## config.mk

```make
export PLATFORM = sky130hd
export DESIGN_NAME = led_pattern_ctrl
export DESIGN_NICKNAME = d
export VERILOG_FILES = /design/src/rtl/led_pattern_ctrl.sv
export SDC_FILE = /design/constraint.sdc
export NUM_CORES = 1
export LEC_CHECK = 0
export ABC_AREA = 1
export CORE_AREA = 2 2 168 170
export DETAILED_ROUTE_END_ITERATION = 12
export DIE_AREA = 0 0 170 172
export GPL_ROUTABILITY_DRIVEN = 0
export PLACE_DENSITY = 0.8
export SLEW_MARGIN = 20
export SYNTH_ARGS = -nofsm -noshare
export SYNTH_HDL_FRONTEND = slang
export SYNTH_SLANG_ARGS = --single-unit
```

## constraint.sdc

```tcl
create_clock -name i_clk -period 2.65 [get_ports i_clk]
set_input_delay 0.3975 -clock i_clk [delete_from_list [all_inputs] [get_ports i_clk]]
set_output_delay 0.3975 -clock i_clk [all_outputs]
set_load 0.01 [all_outputs]
```

## src/rtl/led_pattern_ctrl.sv

```systemverilog
// N-channel LED pattern generator on the MCU peripheral bus.
// Ports: i_clk, i_reset (sync, high), i_addr/i_din/i_wr/i_rd bus, o_dout, o_tick, o_led.
module led_pattern_ctrl #(
    parameter int NCHAN  = 8,
    parameter int PRE_W  = 16,
    parameter int CNT_W  = 8,
    parameter int ADDR_W = 5
) (
    input  logic              i_clk,
    input  logic              i_reset,
    input  logic [ADDR_W-1:0] i_addr,
    input  logic [15:0]       i_din,
    input  logic              i_wr,
    input  logic              i_rd,
    output logic [15:0]       o_dout,
    output logic              o_tick,
    output logic [NCHAN-1:0]  o_led
);

    localparam logic [1:0] MODE_OFF   = 2'd0;
    localparam logic [1:0] MODE_ON    = 2'd1;
    localparam logic [1:0] MODE_BLINK = 2'd2;
    localparam logic [1:0] MODE_PWM   = 2'd3;

    logic [PRE_W-1:0] r_prescale;
    logic [PRE_W-1:0] r_pcnt;
    logic             r_en;
    logic [1:0]       r_mode [NCHAN];
    logic [CNT_W-1:0] r_per  [NCHAN];
    logic [CNT_W-1:0] r_duty [NCHAN];
    logic [CNT_W-1:0] r_cnt  [NCHAN];
    logic [NCHAN-1:0] r_ph;
    logic [NCHAN-1:0] r_led;
    logic [15:0]      r_dout;

    logic             w_wr_pre;
    logic             w_wr_ctrl;
    logic             w_restart;
    logic             w_tick;
    logic [NCHAN-1:0] w_cfg_wr;
    logic [NCHAN-1:0] w_duty_wr;
    logic [1:0]       w_mode_nxt [NCHAN];
    logic [CNT_W-1:0] w_per_nxt  [NCHAN];
    logic [CNT_W-1:0] w_duty_nxt [NCHAN];
    logic [CNT_W-1:0] w_cnt_nxt  [NCHAN];
    logic [NCHAN-1:0] w_ph_nxt;
    logic [NCHAN-1:0] w_led_nxt;
    logic [15:0]      w_rdata;

    assign w_wr_pre  = i_wr && (i_addr == ADDR_W'(0));
    assign w_wr_ctrl = i_wr && (i_addr == ADDR_W'(1));
    assign w_restart = w_wr_ctrl && i_din[1];
    assign w_tick    = r_en && (r_pcnt == r_prescale);

    // Channel next state. The LED register is loaded from the next-state
    // counter/phase so it moves on the edge that ends the tick cycle.
    always_comb begin
        w_cfg_wr  = '0;
        w_duty_wr = '0;
        w_ph_nxt  = r_ph;
        w_led_nxt = '0;
        for (int c = 0; c < NCHAN; c++) begin
            w_cfg_wr[c]  = i_wr && (i_addr == ADDR_W'(2 + 2 * c));
            w_duty_wr[c] = i_wr && (i_addr == ADDR_W'(3 + 2 * c));
            w_mode_nxt[c] = w_cfg_wr[c] ? i_din[1:0] : r_mode[c];
            w_per_nxt[c]  = w_cfg_wr[c] ? i_din[8 +: CNT_W] : r_per[c];
            w_duty_nxt[c] = w_duty_wr[c] ? i_din[CNT_W-1:0] : r_duty[c];
            w_cnt_nxt[c]  = r_cnt[c];
            if (w_cfg_wr[c] || w_duty_wr[c] || w_restart) begin
                w_cnt_nxt[c] = '0;
                w_ph_nxt[c]  = 1'b0;
            end else if (w_tick && r_mode[c][1]) begin
                if (r_cnt[c] == r_per[c]) begin
                    w_cnt_nxt[c] = '0;
                    if (r_mode[c] == MODE_BLINK)
                        w_ph_nxt[c] = ~r_ph[c];
                end else begin
                    w_cnt_nxt[c] = r_cnt[c] + CNT_W'(1);
                end
            end
            case (w_mode_nxt[c])
                MODE_OFF:   w_led_nxt[c] = 1'b0;
                MODE_ON:    w_led_nxt[c] = 1'b1;
                MODE_BLINK: w_led_nxt[c] = w_ph_nxt[c];
                MODE_PWM:   w_led_nxt[c] = (w_cnt_nxt[c] < w_duty_nxt[c]);
                default:    w_led_nxt[c] = 1'b0;
            endcase
        end
    end

    always_comb begin
        w_rdata = '0;
        if (i_addr == ADDR_W'(0))
            w_rdata[PRE_W-1:0] = r_prescale;
        if (i_addr == ADDR_W'(1))
            w_rdata[0] = r_en;
        for (int c = 0; c < NCHAN; c++) begin
            if (i_addr == ADDR_W'(2 + 2 * c)) begin
                w_rdata[1:0]       = r_mode[c];
                w_rdata[8 +: CNT_W] = r_per[c];
            end
            if (i_addr == ADDR_W'(3 + 2 * c))
                w_rdata[CNT_W-1:0] = r_duty[c];
        end
    end

    always_ff @(posedge i_clk) begin
        if (i_reset) begin
            r_prescale <= '0;
            r_pcnt     <= '0;
            r_en       <= 1'b0;
            r_ph       <= '0;
            r_led      <= '0;
            r_dout     <= '0;
            for (int c = 0; c < NCHAN; c++) begin
                r_mode[c] <= MODE_OFF;
                r_per[c]  <= '0;
                r_duty[c] <= '0;
                r_cnt[c]  <= '0;
            end
        end else begin
            if (w_wr_pre)
                r_prescale <= i_din[PRE_W-1:0];
            if (w_wr_ctrl)
                r_en <= i_din[0];
            if (!r_en || w_wr_pre || w_restart || w_tick)
                r_pcnt <= '0;
            else
                r_pcnt <= r_pcnt + PRE_W'(1);
            if (i_rd)
                r_dout <= w_rdata;
            r_ph  <= w_ph_nxt;
            r_led <= w_led_nxt;
            for (int c = 0; c < NCHAN; c++) begin
                r_mode[c] <= w_mode_nxt[c];
                r_per[c]  <= w_per_nxt[c];
                r_duty[c] <= w_duty_nxt[c];
                r_cnt[c]  <= w_cnt_nxt[c];
            end
        end
    end

    assign o_dout = r_dout;
    assign o_tick = w_tick;
    assign o_led  = r_led;

endmodule

```

After elaboration in Yosys (flattened, before gate mapping) --
Memories as Yosys holds them, arrays and structs flattened. Index checks and enable logic that the tools add are counted. W data, S select, Z words.
Cells by class: add/sub/neg operators 9, multipliers 0, div/mod/pow operators 0, magnitude comparators 8, equality and inequality tests 58, shifts and indexed selects 0, multiplexer cells 149, bitwise gates (word level) 40, reductions and logical operators 58
Operator list (count):
- $mux W8 | 80
- $add A8 B1 Y8 const B | 8
- $eq A8 B8 Y1 | 8
- $lt A8 B8 Y1 | 8
- $eq A2 B2 Y1 const B | 24
- $mux W2 | 24
- $eq A5 B4 Y1 const B | 8
- $mux W1 | 36
- $or A1 B1 Y1 | 32
- $pmux W1 S4 | 8
- $logic_and A1 B1 Y1 | 28
- $eq A5 B3 Y1 const B | 4
- $logic_or A1 B1 Y1 | 19
- $add A16 B1 Y16 const B | 1
- $eq A16 B16 Y1 | 1
- $eq A2 B1 Y1 const B | 8
- $logic_not A2 Y1 | 8
- $mux W16 | 1
- $eq A5 B2 Y1 const B | 2
- $eq A5 B5 Y1 const B | 2
- $not A1 Y1 | 8
- $eq A5 B1 Y1 const B | 1
- $logic_not A5 Y1 | 1
- $reduce_or A2 Y1 | 1
- $logic_not A1 Y1 | 1
Word-level totals: flip-flop bits (word level) 65, latch bits 0, bits in writable memories 208, bits in read-only memories 0, input port bits 25, output and inout bits 25, logic and storage cells 332, memories kept 4
Memories:
- r_cnt | words 8, bits a word 8, rd ports 8, clocked after memory_dff 0, write ports 8, RTL line 31 | logic [CNT_W-1:0] r_cnt [NCHAN];
- r_duty | words 8, bits a word 8, rd ports 8, clocked after memory_dff 0, write ports 8, RTL line 30 | logic [CNT_W-1:0] r_duty [NCHAN];
- r_per | words 8, bits a word 8, rd ports 8, clocked after memory_dff 0, write ports 8, RTL line 29 | logic [CNT_W-1:0] r_per [NCHAN];
- r_mode | words 8, bits a word 2, rd ports 8, clocked after memory_dff 0, write ports 8, RTL line 28 | logic [1:0] r_mode [NCHAN];

Logic depth before layout (Yosys ltp) --
Gate-level depths: netlist of run 1.
depth after elaboration 19, gate-level depth with buffers 22, mapped depth without buffers 22

Worst setup path after synthesis of run 1 --
No wires, ideal clock.
path type reg2reg, start register r_prescale[13], end register r_led[7], in the netlist o_led[7], arrival time 2549 ps, required time 2580 ps, path slack 32 ps, stages on the path, launching flop included 22, path buffers 0, cell sequence dfxtp_1 > inv_1 > nand2_1 > nand2_1 > nand3b_1 > nor2_8 > nand4_4 > inv_2 > nand2_2 > nor2_4 > nand2_2 > nor2_4 > nand2_1 > xor2_1 > inv_2 > nor2_1 > ha_1 > nand2_1 > nor2_1 > a211oi_1 > nand2_1 > a21oi_1
RTL lines:
- from (decl) | RTL line 25 | logic [PRE_W-1:0] r_prescale;
- from (signal assigned) | RTL line 123 | r_prescale <= i_din[PRE_W-1:0];
- to (signal assigned) | RTL line 133 | r_led <= w_led_nxt;
- to (decl) | RTL line 33 | logic [NCHAN-1:0] r_led;

==> results of run 1 <==
[metrics by stage]
| step | instances | area, um2 | hold slack (ns) | setup WS [ns] |
|---|---|---|---|---|
| finish | 2962 | 20200 | 0.275 | -0.515 |
| global route | 2961 | 20200 | 0.287 | -0.622 |
| CTS | 2947 | 19800 | 0.269 | -0.320 |
| detailed placement | 2863 | 18300 | 0.455 | -0.711 |
| global placement | 2863 | 18300 | 0.453 | -0.613 |
| floorplan | 2228 | 15200 | 0.451 | 0.0317 |
[cell type report]
class | count | area share (%)
Antenna cell | 1 | 0.0124
Clock buffer | 40 | 4.15
Clock inverter | 12 | 0.669
Inverter | 301 | 5.65
Multi-Input combinational cell | 1583 | 43.8
Sequential cell | 273 | 27.2
Tap cell | 346 | 2.14
Timing Repair Buffer | 406 | 16.4
[metal layers]
metal,GRT usage (%),part of all wire [%],vias to the layer above
met2,56.9,44,1053
met4,20.4,6.3,0
met1,44.8,38,7902
li1,-,-,8033
met5,0,0,-
met3,6.87,12,243
[what timing repair did]
action | CTS | global route
setup endpoints to repair | 9 | 13
resized for setup | 80 | 77
pin swaps | 28 | 43
hold buffers | 0 | 0
setup buffers | 33 | 17
[cells in the final DEF, fill, tap and decap left out, types with 6 or more instances in the layout]
cell / netlist / layout
buf_6: 0 / 13
buf_4: 2 / 337
xor2_1: 19 / 18
nor4_1: 38 / 33
ha_1: 65 / 63
and2_1: 9 / 9
clkdlybuf4s50_1: 0 / 47
a21oi_1: 159 / 148
clkinv_1: 6 / 6
inv_2: 18 / 21
nand4_1: 23 / 23
clkinv_2: 0 / 9
nor3_2: 3 / 13
nand4_4: 7 / 8
xnor2_1: 30 / 30
a211oi_2: 0 / 6
dfxtp_1: 273 / 255
o22ai_1: 28 / 27
nand2_2: 7 / 25
nor3_1: 77 / 62
a21oi_2: 0 / 10
nand3_1: 61 / 52
clkbuf_1: 57 / 6
nor2_4: 3 / 11
nor4_2: 7 / 11
buf_12: 0 / 8
o21ai_0: 171 / 170
nor2_2: 8 / 16
nor2_1: 272 / 256
o2111ai_1: 12 / 11
or2_2: 9 / 9
nand2_1: 500 / 481
nand3_2: 3 / 9
a211oi_1: 18 / 12
nor3_4: 1 / 6
clkbuf_16: 0 / 31
mux2i_1: 24 / 24
dfxtp_2: 0 / 16
inv_1: 277 / 269
[logic make-up (layout without fill, tap and decap cells)]
| logic type | count (synthesis) | count (layout) |
|---|---|---|
| AO/OA/AOI/OAI | 401 | 401 |
| XOR/XNOR | 49 | 49 |
| AND/OR/NAND/NOR | 1043 | 1043 |
| adder cells (fa/ha/maj) | 65 | 65 |
| buffers and inverters | 372 | 759 |
| flip-flops | 273 | 273 |
| other | 0 | 1 |
| multiplexers | 25 | 25 |
[state kept, by name, summed over array words and instances, names as in the netlist]
name / cells
r_per: 64
r_duty: 64
r_prescale: 16
r_mode: 16
r_cnt: 64
r_en: 1
o_led: 8
r_ph: 8
o_dout: 16
r_pcnt: 16
[worst max-delay path, cell delays in order (launching register included)]
cell and delay, ns:
dfxtp_2 0.34, inv_2 0.08, nor2_4 0.04, nor2_4 0.11, nand3b_1 0.20, nor2_8 0.20, buf_6 0.13, nand4_4 0.09
inv_4 0.11, buf_12 0.11, nand3_1 0.12, nand2_1 0.30, buf_4 0.20, nor3_1 0.05, ha_1 0.31, a21oi_1 0.19
nand2_1 0.08, nand2_1 0.06, nand2_1 0.08, a21oi_2 0.25
[worst paths after layout]
kind,start,endpoint,slack (ns)
min reg2reg,o_dout[14]$_SDFFE_PP0P_,o_dout[14]$_SDFFE_PP0P_,0.46
max,r_prescale[14]$_SDFFE_PP0P_,o_led[4]$_SDFF_PP0_,-0.52
max reg2reg,r_prescale[14]$_SDFFE_PP0P_,o_led[4]$_SDFF_PP0_,-0.52
min,i_reset,r_duty[0][3]$_SDFF_PP0_,0.28
[power breakdown]
group          leakage (uW)  switching [uW]  internal [uW]
sequential          0.00221            25.0           4140
clock              0.000488            1740           2490
combinational       0.00645             474            256
total               0.00915            2240           6890
==> results.json, run 1 <==
{
  "hpwl_um": 37700,
  "clock-skew-final_ns": 0.0201,
  "synth_top_family_by_area": "simple AND/OR/NAND/NOR gates",
  "max_slew_margin_pct": 39.2,
  "final_layout_size_suffix_gt1_share_pct": 22.8,
  "cts_max_path_buffers": 3,
  "cts_num_sinks": 273,
  "grt_pass1_wl_um": 81800,
  "final_tns_setup_ns": -2.47,
  "finish.net_count": 2685,
  "tritoncts.num_buffers": 30,
  "yosys-top-cells-area": "dfxtp_1 36%, nand2_1 12%, inv_1 6.8%",
  "multiInputGateArea_um2": 8850,
  "post-layout-total-power_uw": 9120,
  "fp.dieH_um": 172,
  "timing.final.setup_violations": 8,
  "routedWlPerCell_um": 18.4,
  "seq_area_um2": 5490,
  "dr.pass1.iters": 7,
  "die_width_um": 170,
  "cp-end-kind": "flip-flop",
  "detailedRoute.firstIterationViolations": 2354,
  "rsz0062_at_grt": "true",
  "design.portCount": 50,
  "fp.dieArea_um2": 29200,
  "drv.max_cap_violation_count": 0,
  "fin_crit_sh_pct": 119,
  "yosys.cell_count.top_type": "nand2_1",
  "post_synth_instance_area_um2": 15200,
  "synth_cell_type_count": 47,
  "status": "finished, violations left",
  "cts.root.buffer_cell": "clkbuf_16",
  "relative_area_change_from_synthesis_to_final_layout_pct": 32.6,
  "yosys.area_share.simple_pct": 30.9,
  "setup_slack_ns": -0.515,
  "synthDominantCellAreaShare_pct": 35.9,
  "drv_slew": 0,
  "critPathLaunchType": "flip-flop",
  "synthCells": 2228,
  "number_of_endpoints_with_negative_hold_slack_in_the_final_report": 0,
  "timing.critical_path.required_ns": 3.10,
  "fill_count": 1971,
  "setup.worst_path.class": "flip-flop to flip-flop",
  "synth.area.mux_share_pct": 1.65,
  "clock_tree.htree_level_count": 1,
  "route.detailed.drc": 0,
  "number_of_antenna_violations_at_the_first_check_in_global_routing": 0,
  "viasPerCell": 5.82,
  "number_of_synthesized_flops_with_an_enable_pin": 0,
  "synth_fa_ha_area_share_pct": 5.34,
  "critical_path_peak_fanout": 6,
  "postSynth.asyncResetShare_pct": 0,
  "worstSkewPairLatency_ns": 0.57,
  "final.min_clock_period_ns": 3.17,
  "number_of_nets_produced_by_synthesis": 2318,
  "globalRouteTotalUtil_pct": 35.5,
  "compound_gate_fraction_of_synth_area_pct": 14.1,
  "failed_checks": "setup timing",
  "drt-total-wl_um": 54500,
  "pwr_cell_area_nw_per_um2": 451,
  "grt_start_max_net_pins": 63,
  "cts_tree": "built",
  "post_synth_most_frequent_cells": "500 x nand2_1, 277 x inv_1, 273 x dfxtp_1",
  "starting_density_of_the_core_pct": 55.5,
  "num_vias": 17200,
  "detail-route-antenna-nets": 0,
  "core-area_um2": 27500,
  "grt_remaining_overflow": 0,
  "xor_xnor_fraction_of_synth_area_pct": 2.82,
  "fmax_ghz": 0.316,
  "synth-warning-count": 0,
  "seq_area_frac_synth_pct": 35.9,
  "hold_class": "input pin to flip-flop",
  "leakage_uw": 0.00915,
  "clk_pin_slew_worst_paths_ns": 0.06,
  "synth-seq-cells": 273,
  "finish.utilization_pct": 73.6,
  "worstPathArrival_ns": 3.62,
  "syn_avg_cell_area_um2": 6.84,
  "place.port_buffers": 49,
  "min_delay_path_depth": 2,
  "max-vdd-ir-drop_v": 0.000420,
  "ff2ff_path_depth": 19,
  "yosysTopAreaCell": "dfxtp_1",
  "max_slew.worst_pin.slew_ns": 0.909,
  "placement_rows": 61,
  "ys.flop_type": "dfxtp_1",
  "grt_pass1_vias": 16100
}
(Power assumes the default switching activity.)
==> run 2: changes to the inputs <==
--- a/config.mk
+++ b/config.mk
@@ -6,11 +6,12 @@
 export NUM_CORES = 1
 export LEC_CHECK = 0
 export ABC_AREA = 1
-export CORE_AREA = 2 2 168 170
+export CORE_AREA = 2 2 166 168
 export DETAILED_ROUTE_END_ITERATION = 12
-export DIE_AREA = 0 0 170 172
+export DIE_AREA = 0 0 168 170
+export DONT_BUFFER_PORTS = 1
 export GPL_ROUTABILITY_DRIVEN = 0
-export PLACE_DENSITY = 0.8
+export PLACE_DENSITY = 0.79
 export SLEW_MARGIN = 20
 export SYNTH_ARGS = -nofsm -noshare
 export SYNTH_HDL_FRONTEND = slang
==> run 2 against run 1 <==
The run still ends with setup timing left; clock skew is 0.0097 ns lower; critical path depth is the same; cell area down 4.3%; core utilization is 0.96 points lower; clock power grew 7.3%; worst setup slack gained 0.25 ns; power is 1.8% higher; via count down 2.3%; non-clock buffer count decreased by 111; maximum frequency up 8.5%; flip-flop and latch count unchanged; largest power group unchanged; highest routed layer unchanged.
==> results.json, run 2 (same netlist as run 1, synthesis figures left out) <==
{
  "design.portCount": 50,
  "worst_path_max_delay_cell": "dfxtp_2",
  "starting_density_of_the_core_pct": 57.2,
  "critical_path_cell_by_cell": "inv_2 > nor2_2 > nor2_1 > nand3b_1 > nor2_8 > buf_12 > buf_6 > nand4_4 > inv_2 > nand2_2 > o31ai_2 > inv_1 > nor3_2 > ha_1 > a21oi_2 > nand2_1 > nand2_1 > nand2_1 > a21oi_1",
  "fmax_ghz": 0.343,
  "fp.dieH_um": 170,
  "setup_slack_ns": -0.268,
  "grt_pass1_wl_um": 80700,
  "die_width_um": 168,
  "max_slew_margin_pct": 46.0,
  "status": "finished, violations left",
  "hpwl_um": 35400,
  "critPathLaunchType": "flip-flop",
  "max-vdd-ir-drop_v": 0.000453,
  "reg.largest.list": "r_cnt: 64 flops, r_duty: 64 flops, r_per: 64 flops",
  "viasPerCell": 5.91,
  "worstPathArrival_ns": 3.43,
  "critical_path_peak_fanout": 8,
  "place.port_buffers": 0,
  "stdcell_area_um2": 19300,
  "cts_tree": "built",
  "detail-route-antenna-nets": 0,
  "grt_remaining_overflow": 0,
  "final_layout_size_suffix_gt1_share_pct": 20.0,
  "timing.critical_path.required_ns": 3.16,
  "cts_max_path_buffers": 3,
  "fp.dieArea_um2": 28600,
  "route.detailed.drc": 0,
  "place_area_um2": 17000,
  "final_tns_setup_ns": -1.64,
  "rsz0062_at_grt": "true",
  "drt-total-wl_um": 54100,
  "grt_pass1_vias": 15600,
  "path_delay_family": "simple AND/OR/NAND/NOR gates",
  "critical-path-top-cell-by-count": "nand2_1",
  "setup.worst_path.class": "flip-flop to flip-flop",
  "cts_num_sinks": 273,
  "detailedRoute.firstIterationViolations": 2209,
  "failed_checks": "setup timing",
  "layout.cells.most_common": "nand2_1",
  "tritoncts.num_buffers": 30,
  "hold_class": "input pin to flip-flop",
  "pwr_cell_area_nw_per_um2": 480,
  "crit_buf_inv": 5,
  "max_slew.worst_pin.slew_ns": 0.805,
  "number_of_endpoints_with_negative_hold_slack_in_the_final_report": 0,
  "dr.pass1.iters": 8,
  "relative_area_change_from_synthesis_to_final_layout_pct": 26.9,
  "finish.net_count": 2574,
  "timing.final.setup_violations": 8,
  "core-area_um2": 26700,
  "clock_tree.htree_level_count": 1,
  "cp-end-kind": "flip-flop",
  "leakage_uw": 0.00882,
  "grt_start_max_net_pins": 125,
  "placement_rows": 60,
  "clk_pin_slew_worst_paths_ns": 0.06,
  "worstSkewPairLatency_ns": 0.58,
  "drv_slew": 0,
  "globalRouteTotalUtil_pct": 35.7,
  "drv.max_cap_violation_count": 0,
  "number_of_antenna_violations_at_the_first_check_in_global_routing": 0,
  "routedWlPerCell_um": 19.0,
  "cts.root.buffer_cell": "clkbuf_16",
  "num_vias": 16800,
  "final.min_clock_period_ns": 2.92,
  "mostFrequentLayoutCells": "483 x nand2_1, 267 x inv_1, 254 x dfxtp_1",
  "clock-skew-final_ns": 0.0105,
  "max_stage_delay_ns": 0.32,
  "fin_crit_sh_pct": 110
}
==> run 2: changes by cell type in the layout (fill, tap and decap cells not counted), moves of 4 or more <==
cell / previous run / this run
buf_4: 337 / 246
clkdlybuf4s50_1: 47 / 0
dlygate4sd3_1: 0 / 39
buf_6: 13 / 2
nor2_2: 16 / 27
clkinv_2: 9 / 2
nor2_4: 11 / 5
clkbuf_8: 3 / 8
nor2_1: 256 / 251
inv_2: 21 / 25
nor3_2: 13 / 17
nor4_1: 33 / 29
o21ai_1: 5 / 9
==> run 2: stage by stage <==
stage / utilization [%] / power [uW] / worst slack [ns] / cells / hold slack (ns)
after floorplan: - / 4570 / 0.0317 / 2228 / 0.451
after global placement: 63.9 / 4690 / -0.101 / 2712 / 0.471
after detailed placement: 63.9 / 4700 / -0.176 / 2712 / 0.478
after CTS: 70.8 / 9180 / -0.0948 / 2826 / 0.00575
after global routing: 72.6 / 9450 / -0.455 / 2847 / 0.0258
final: 72.6 / 9290 / -0.268 / 2848 / 0.0118
==> run 2: path summary, 6_finish.rpt <==
| path | slack (ns) | cells past startpoint | to | from |
|---|---|---|---|---|
| setup / recovery | -0.27 | 19 | o_led[3]$_SDFF_PP0_ | r_prescale[15]$_SDFFE_PP0P_ |
| setup reg to reg | -0.27 | 19 | o_led[3]$_SDFF_PP0_ | r_prescale[15]$_SDFFE_PP0P_ |
| hold reg to reg | 0.50 | 2 | r_per[1][21]$_SDFFE_PP0P_ | r_per[1][21]$_SDFFE_PP0P_ |
| hold / removal | 0.01 | 2 | r_duty[1][24]$_SDFF_PP0_ | i_din[0] |
==> run 2: layout make-up <==
class                      instances  area (um2)
clock inverter                     7         138
tap                              341         427
multi-input combinational       1583        8810
inverter                         301        1140
clock buffer                      47         916
sequential                       273        5490
antenna                            1        2.50
timing repair buffer             295        2430
fill                            1929        7300
==> run 2: routing by layer <==
layer	GRT usage [%]	wire, um
met1	44.6	20200
met2	57.0	23800
met3	8.81	6750
met4	19.5	3380
met5	0	0
==> run 2: report_power, final <==
| group | leakage [uW] | total (uW) | internal (uW) | switching [uW] |
|---|---|---|---|---|
| Clock | 0.000513 | 4540 | 2740 | 1810 |
| Combinational | 0.00609 | 575 | 199 | 376 |
| Sequential | 0.00221 | 4170 | 4140 | 29.1 |
| Total | 0.00882 | 9290 | 7070 | 2210 |
==> run 2: what timing repair did <==
item / 4_1_cts / 5_1_grt
buffers inserted: 18 / 23
setup endpoints to repair: 8 / 27
hold endpoints to repair: 173 / 3
resized for setup: 65 / 77
hold buffers: 42 / 1
pin swaps: 11 / 27
